## src/rtl/router_pkt_fifo_if.sv

```systemverilog
// Write/read bus of the per-port packet FIFO.
// master: upstream input FSM and destination port reader (drives we/din/lfd_state/rd_en).
// slave : the FIFO (drives read data, status and error flags).
interface router_pkt_fifo_if #(
  parameter int DATA_W = 8,
  parameter int DEPTH  = 16,
  parameter int LEN_W  = 6
);
  localparam int AW = $clog2(DEPTH);

  logic              we;
  logic [DATA_W-1:0] din;
  logic              lfd_state;
  logic              rd_en;
  logic [DATA_W-1:0] dout;
  logic              dout_valid;
  logic              full;
  logic              empty;
  logic              almost_full;
  logic [AW:0]       fill_level;
  logic [LEN_W:0]    pkt_remaining;
  logic              sof_out;
  logic              ovf_err;
  logic              unf_err;

  modport master (
    output we, din, lfd_state, rd_en,
    input  dout, dout_valid, full, empty, almost_full, fill_level,
           pkt_remaining, sof_out, ovf_err, unf_err
  );

  modport slave (
    input  we, din, lfd_state, rd_en,
    output dout, dout_valid, full, empty, almost_full, fill_level,
           pkt_remaining, sof_out, ovf_err, unf_err
  );
endinterface

```

## src/rtl/router_pkt_fifo.sv

```systemverilog
// Packet-aware output-channel FIFO: stores {hdr,data}, tracks bytes left in the packet being read.
// Latency: a read accepted at an edge presents dout/sof_out/dout_valid after that edge (1 cycle).
// Backpressure: writes while full are dropped (ovf_err), reads while empty ignored (unf_err); full/empty gate acceptance.
// Ports: clk, rst (sync active-low), sft_rst (sync active-high flush), bus (slave side of router_pkt_fifo_if).
module router_pkt_fifo #(
  parameter int DATA_W    = 8,
  parameter int DEPTH     = 16,
  parameter int LEN_LSB   = 2,
  parameter int LEN_W     = 6,
  parameter int AF_MARGIN = 2
) (
  input  logic               clk,
  input  logic               rst,
  input  logic               sft_rst,
  router_pkt_fifo_if.slave   bus
);
  localparam int AW = $clog2(DEPTH);
  localparam logic [AW:0]    PTR_ONE  = (AW+1)'(1);
  localparam logic [AW:0]    AF_LEVEL = (AW+1)'(DEPTH - AF_MARGIN);
  localparam logic [LEN_W:0] REM_ONE  = (LEN_W+1)'(1);

  logic [DATA_W:0]   mem [DEPTH];
  logic [AW:0]       wr_ptr, rd_ptr, fill_level;
  logic [LEN_W:0]    pkt_remaining;
  logic [DATA_W-1:0] dout;
  logic              dout_valid, sof_out, ovf_err, unf_err, lfd_d;

  logic              full, empty, wr_acc, rd_acc;
  logic [DATA_W:0]   rd_word;
  logic [LEN_W-1:0]  hdr_len;

  // Extra pointer bit distinguishes full (laps differ) from empty (same lap).
  assign empty   = (wr_ptr == rd_ptr);
  assign full    = (wr_ptr[AW] != rd_ptr[AW]) && (wr_ptr[AW-1:0] == rd_ptr[AW-1:0]);
  assign wr_acc  = bus.we && !full;
  assign rd_acc  = bus.rd_en && !empty;
  assign rd_word = mem[rd_ptr[AW-1:0]];
  assign hdr_len = rd_word[LEN_LSB +: LEN_W];

  // Storage is not reset; a flush only moves the pointers.
  always_ff @(posedge clk) begin
    if (rst && !sft_rst && wr_acc)
      mem[wr_ptr[AW-1:0]] <= {lfd_d, bus.din};
  end

  always_ff @(posedge clk) begin
    if (!rst) begin
      wr_ptr        <= '0;
      rd_ptr        <= '0;
      fill_level    <= '0;
      pkt_remaining <= '0;
      dout          <= '0;
      dout_valid    <= 1'b0;
      sof_out       <= 1'b0;
      ovf_err       <= 1'b0;
      unf_err       <= 1'b0;
      lfd_d         <= 1'b0;
    end else begin
      // lfd_state is raised the cycle before the header word arrives.
      lfd_d <= bus.lfd_state;
      if (sft_rst) begin
        wr_ptr        <= '0;
        rd_ptr        <= '0;
        fill_level    <= '0;
        pkt_remaining <= '0;
        dout          <= '0;
        dout_valid    <= 1'b0;
        sof_out       <= 1'b0;
        ovf_err       <= 1'b0;
        unf_err       <= 1'b0;
      end else begin
        if (wr_acc)
          wr_ptr <= wr_ptr + PTR_ONE;

        if (rd_acc) begin
          rd_ptr     <= rd_ptr + PTR_ONE;
          dout       <= rd_word[DATA_W-1:0];
          sof_out    <= rd_word[DATA_W];
          dout_valid <= 1'b1;
          // Header length counts payload only; +1 covers the trailing parity byte.
          if (rd_word[DATA_W])
            pkt_remaining <= {1'b0, hdr_len} + REM_ONE;
          else if (pkt_remaining != '0)
            pkt_remaining <= pkt_remaining - REM_ONE;
        end else begin
          dout_valid <= 1'b0;
        end

        case ({wr_acc, rd_acc})
          2'b10:   fill_level <= fill_level + PTR_ONE;
          2'b01:   fill_level <= fill_level - PTR_ONE;
          default: fill_level <= fill_level;
        endcase

        if (bus.we && full)
          ovf_err <= 1'b1;
        if (bus.rd_en && empty)
          unf_err <= 1'b1;
      end
    end
  end

  assign bus.dout          = dout;
  assign bus.dout_valid    = dout_valid;
  assign bus.full          = full;
  assign bus.empty         = empty;
  assign bus.almost_full   = (fill_level >= AF_LEVEL);
  assign bus.fill_level    = fill_level;
  assign bus.pkt_remaining = pkt_remaining;
  assign bus.sof_out       = sof_out;
  assign bus.ovf_err       = ovf_err;
  assign bus.unf_err       = unf_err;
endmodule

```

## src/flat_wrapper.sv

```systemverilog
// flat-port wrapper written by rule: the top's interface ports become plain ports
module router_pkt_fifo_flat 
#(
  parameter int DATA_W    = 8,
  parameter int DEPTH     = 16,
  parameter int LEN_LSB   = 2,
  parameter int LEN_W     = 6,
  parameter int AF_MARGIN = 2
)
  (clk, rst, sft_rst, bus_we, bus_din, bus_lfd_state, bus_rd_en, bus_dout, bus_dout_valid, bus_full, bus_empty, bus_almost_full, bus_fill_level, bus_pkt_remaining, bus_sof_out, bus_ovf_err, bus_unf_err);
  router_pkt_fifo_if #(.DATA_W(DATA_W), .DEPTH(DEPTH), .LEN_W(LEN_W)) bus_i ();
  input  logic clk;
  input  logic rst;
  input  logic sft_rst;
  input wire logic [$bits(bus_i.we)-1:0] bus_we;
  input wire logic [$bits(bus_i.din)-1:0] bus_din;
  input wire logic [$bits(bus_i.lfd_state)-1:0] bus_lfd_state;
  input wire logic [$bits(bus_i.rd_en)-1:0] bus_rd_en;
  output wire logic [$bits(bus_i.dout)-1:0] bus_dout;
  output wire logic [$bits(bus_i.dout_valid)-1:0] bus_dout_valid;
  output wire logic [$bits(bus_i.full)-1:0] bus_full;
  output wire logic [$bits(bus_i.empty)-1:0] bus_empty;
  output wire logic [$bits(bus_i.almost_full)-1:0] bus_almost_full;
  output wire logic [$bits(bus_i.fill_level)-1:0] bus_fill_level;
  output wire logic [$bits(bus_i.pkt_remaining)-1:0] bus_pkt_remaining;
  output wire logic [$bits(bus_i.sof_out)-1:0] bus_sof_out;
  output wire logic [$bits(bus_i.ovf_err)-1:0] bus_ovf_err;
  output wire logic [$bits(bus_i.unf_err)-1:0] bus_unf_err;
  assign bus_i.we = bus_we;
  assign bus_i.din = bus_din;
  assign bus_i.lfd_state = bus_lfd_state;
  assign bus_i.rd_en = bus_rd_en;
  assign bus_dout = bus_i.dout;
  assign bus_dout_valid = bus_i.dout_valid;
  assign bus_full = bus_i.full;
  assign bus_empty = bus_i.empty;
  assign bus_almost_full = bus_i.almost_full;
  assign bus_fill_level = bus_i.fill_level;
  assign bus_pkt_remaining = bus_i.pkt_remaining;
  assign bus_sof_out = bus_i.sof_out;
  assign bus_ovf_err = bus_i.ovf_err;
  assign bus_unf_err = bus_i.unf_err;
  router_pkt_fifo #(.DATA_W(DATA_W), .DEPTH(DEPTH), .LEN_LSB(LEN_LSB), .LEN_W(LEN_W), .AF_MARGIN(AF_MARGIN)) u_core (.clk(clk), .rst(rst), .sft_rst(sft_rst), .bus(bus_i));
endmodule
```

## config.mk

```make
export PLATFORM = sky130hd
export DESIGN_NAME = router_pkt_fifo_flat
export DESIGN_NICKNAME = d
export VERILOG_FILES = /design/src/rtl/router_pkt_fifo_if.sv /design/src/rtl/router_pkt_fifo.sv /design/src/flat_wrapper.sv
export SDC_FILE = /design/constraint.sdc
export NUM_CORES = 1
export LEC_CHECK = 0
export ABC_AREA = 1
export ABC_CLOCK_PERIOD_IN_PS = 2800
export CORE_ASPECT_RATIO = 0.75
export CORE_MARGIN = 1
export CORE_UTILIZATION = 35
export DETAILED_ROUTE_END_ITERATION = 8
export SLEW_MARGIN = 20
export SYNTH_ARGS = -nofsm -noshare
export SYNTH_HDL_FRONTEND = slang
export SYNTH_SLANG_ARGS = --single-unit
```

## constraint.sdc

```tcl
create_clock -name clk -period 2.8 [get_ports clk]
set_input_delay 0.56 -clock clk [delete_from_list [all_inputs] [get_ports clk]]
set_output_delay 0.56 -clock clk [all_outputs]
set_load 0.1 [all_outputs]
```

==> impl_metrics.toml <==
[status]
status = "finished, final reports clean"

[pwr]
leakagePower_nw = 3.60
vdd_drop_max_mv = 0.368
cellPowerDensity_nw_per_um2 = 639

[yosys]
synth_edf_count = 144
synth_area_um2 = 7830
synth_area_leaders = "edfxtp_1 55%, dfxtp_1 10%, nand2_1 6.8%"
ys_types = 35
synth.top_cell.area_share_pct = 55.2
ys.warnings.count = 0
synth_seq_cells = 183
syn_inst = 750
syn_avg_cell_area_um2 = 10.4
async_flop_share_pct = 0
yosysTopAreaCell = "edfxtp_1"
synth-main-ff-cell = "edfxtp_1"
ys_seq_area_share_pct = 65.2
synth_fp_nets = 777

[global_route]
overflow = 0
grt_max_degree = 80
antenna_found_initial = 0
grt_pass1_vias = 5090
grt_first_pass_wirelength_mm = 27.7
track_usage_pct = 15.8

[placement]
post-place-ws_ps = 161
portBuffers = 40
hpwlAfterDp_mm = 11.3
gp_congestion = 0.850

[clock_network]
cts_tree = "yes"
clkSinkCount = 183
insertion_delay_ps = 430
root_buffer = "clkbuf_16"
path_clk_slew_ps = 60
htreeDepth = 4
numCtsBuffers = 17
postCtsSetupBuffers = 0
clk_path_buf_depth = 2

[detailed_routing]
finalWirelength_mm = 17.4
antenna_left = 0
via_per_inst = 4.87
post_drt_wl_per_cell_um = 15.6
drc = 0
vias = 5420
drt-initial-drc-count = 393
drt_pass1_iterations = 5

[critical_path]
cp_slowest_cell = "fa_1"
r2r-end = "u_core.bus.fill_level[4]$_SDFFE_PP0P_"
critPathMaxStageDelay_ps = 400
crit_chain = "xor2_1 > nor2_1 > nand2_1 > nor2_4 > inv_2 > nand2_2 > ha_4 > inv_1 > fa_1 > inv_1 > a31oi_1 > inv_1 > o21ai_0 > a21oi_1 > o21ai_0 > a21oi_1"
critical_path_arrival_ps = 2860
path_class = "flip-flop to flip-flop"
reg2reg_depth = 16
crit_top_cell = "inv_1"
end_kind = "flip-flop"
timing.rr.start = "u_core.wr_ptr[2]$_SDFFE_PP0P_"
crit_required_ps = 3160
reg2reg_slack_ps = 300
cp-start-kind = "flip-flop"
path_max_fanout = 6

[floorplan]
die_area_um2 = 23000
core_area_um2 = 21500
pin_count = 41
die_y_um = 132
initial_core_util_pct = 36.4
die_x_um = 175
rows = 46

[sta]
drv_slew = 0
fin_crit_ps = 2500
setup_viol = 0
tightest_slew_ps = 677
fin_crit_sh_pct = 89.4
fmax_ghz = 0.400
relSlewSlack_pct = 54.8
rsz0062_at_grt = "false"
hold_viol = 0
fin_skew_ps = 7.50
setup_ws_ps = 297
tns_ps = 0

[hold_path]
min_from = "u_core.bus.sof_out$_SDFFE_PP0P_"
hp-class = "flip-flop to flip-flop"
holdPathEnd = "u_core.bus.sof_out$_SDFFE_PP0P_"
hold-path-cell-count = 2

[final_layout]
drive_above_1_share_pct = 13.2
fill_cells = 2059
nNetsFinal = 839
num_antenna_cells = 0
areaGrowthSynthToFinish_pct = 18.0

[flow_run]
drv_cap = 0
## cell families (layout without fill, tap and decap cells)
logic type      after synthesis  after routing  synth area share (%)
buf+inv                     113            187                  6.27
simple gates                298            298                  15.6
flops                       183            183                  65.2
xor+xnor                     11             11                  1.23
fa+ha+maj                    13             13                  2.17
compound gates              132            132                  9.48
## cell usage after synthesis (6+ instances only)
cell type,number
xor2_1,8
o21ai_1,6
a21oi_1,32
nand3_1,60
buf_2,14
nor2_1,84
inv_1,75
dfxtp_1,39
o211ai_1,14
nand2_1,141
a31oi_1,6
ha_1,12
clkbuf_1,9
edfxtp_1,144
o21ai_0,60
## stage by stage
step | power [mW] | utilization (%) | cells | hold WS [ps] | instance area, um^2
3_5_place_dp | 3.49 | 40.1 | 1081 | 469 | 8630
6_report | 5.91 | 42.9 | 1112 | 478 | 9240
5_1_grt | 6.09 | 42.9 | 1112 | 505 | 9240
4_1_cts | 5.95 | 42.9 | 1112 | 484 | 9230
3_3_place_gp | 3.49 | 40.1 | 1081 | 453 | 8630
2_1_floorplan | 3.35 | - | 750 | 451 | 7840
## how the worst max path moves through the flow
stage / startpoint / end / slack [ps]
after floorplan: u_core.wr_ptr[1]$_SDFFE_PP0P_ / u_core.bus.fill_level[4]$_SDFFE_PP0P_ / 10
after global placement: bus_rd_en / u_core.bus.fill_level[4]$_SDFFE_PP0P_ / 190
after detailed placement: bus_rd_en / u_core.bus.fill_level[4]$_SDFFE_PP0P_ / 160
after CTS: u_core.rd_ptr[2]$_SDFFE_PP0P_ / u_core.bus.fill_level[4]$_SDFFE_PP0P_ / 260
after global routing: u_core.wr_ptr[2]$_SDFFE_PP0P_ / u_core.bus.fill_level[4]$_SDFFE_PP0P_ / 10
final: u_core.wr_ptr[2]$_SDFFE_PP0P_ / u_core.bus.fill_level[4]$_SDFFE_PP0P_ / 300
## sequential cells by signal, indices dropped and copies added, names as in the netlist, named ones only
signal and count:
u_core.bus.dout 8, u_core.bus.dout_valid 1, u_core.bus.fill_level 5, u_core.bus.ovf_err 1
u_core.bus.pkt_remaining 7, u_core.bus.sof_out 1, u_core.bus.unf_err 1, u_core.lfd_d 1
u_core.mem 144, u_core.rd_ptr 5, u_core.wr_ptr 5
## cell type report
class / instances / area [um^2] / share of cell area (%)
Clock buffer: 18 / 429 / 4.64
Sequential cell: 183 / 5110 / 55.3
Tap cell: 288 / 360 / 3.90
Inverter: 80 / 300 / 3.25
Timing Repair Buffer: 76 / 616 / 6.66
Multi-Input combinational cell: 454 / 2250 / 24.4
Clock inverter: 13 / 174 / 1.88
## power by group
group	leakage, nW	switching (mW)	internal, mW
logic	1.69	0.336	0.128
registers	1.61	0.0215	2.95
clock network	0.294	1.05	1.42
## routing by layer
metal  GRT usage, %  part of all wire [%]  vias to the layer above
met5              0                     0                        -
met4           4.25                   1.3                        0
met3           3.50                   5.5                       19
met2           23.2                    44                      125
met1           23.2                    50                     2598
li1               -                     -                     2678
## timing repair
action	in CTS	in global routing
hold buffers	0	0
endpoints found under the hold margin	0	0
endpoints found under the setup margin	0	1
resized for setup	0	1
## critical path: cells and delay by family, from the launching register on
family                   cells  cell delay, ps
adder cells (fa/ha/maj)      2             590
AND/OR/NAND/NOR              4             550
XOR/XNOR                     1             170
buffers and inverters        4             260
flip-flops                   1             340
AO/OA/AOI/OAI                5             540
## cells in the final DEF, fill, tap and decap left out, types with 6 or more instances in the layout
master,netlist,layout
edfxtp_1,144,144
inv_1,75,74
clkbuf_16,0,17
nor2_1,84,83
clkdlybuf4s50_1,0,13
o21ai_1,6,6
nand2_1,141,140
buf_4,3,62
o21ai_0,60,60
ha_1,12,11
nand3_1,60,60
a31oi_1,6,6
dfxtp_1,39,38
o211ai_1,14,14
xor2_1,8,8
a21oi_1,32,32
Note: power is estimated with default switching activity, not from simulation.
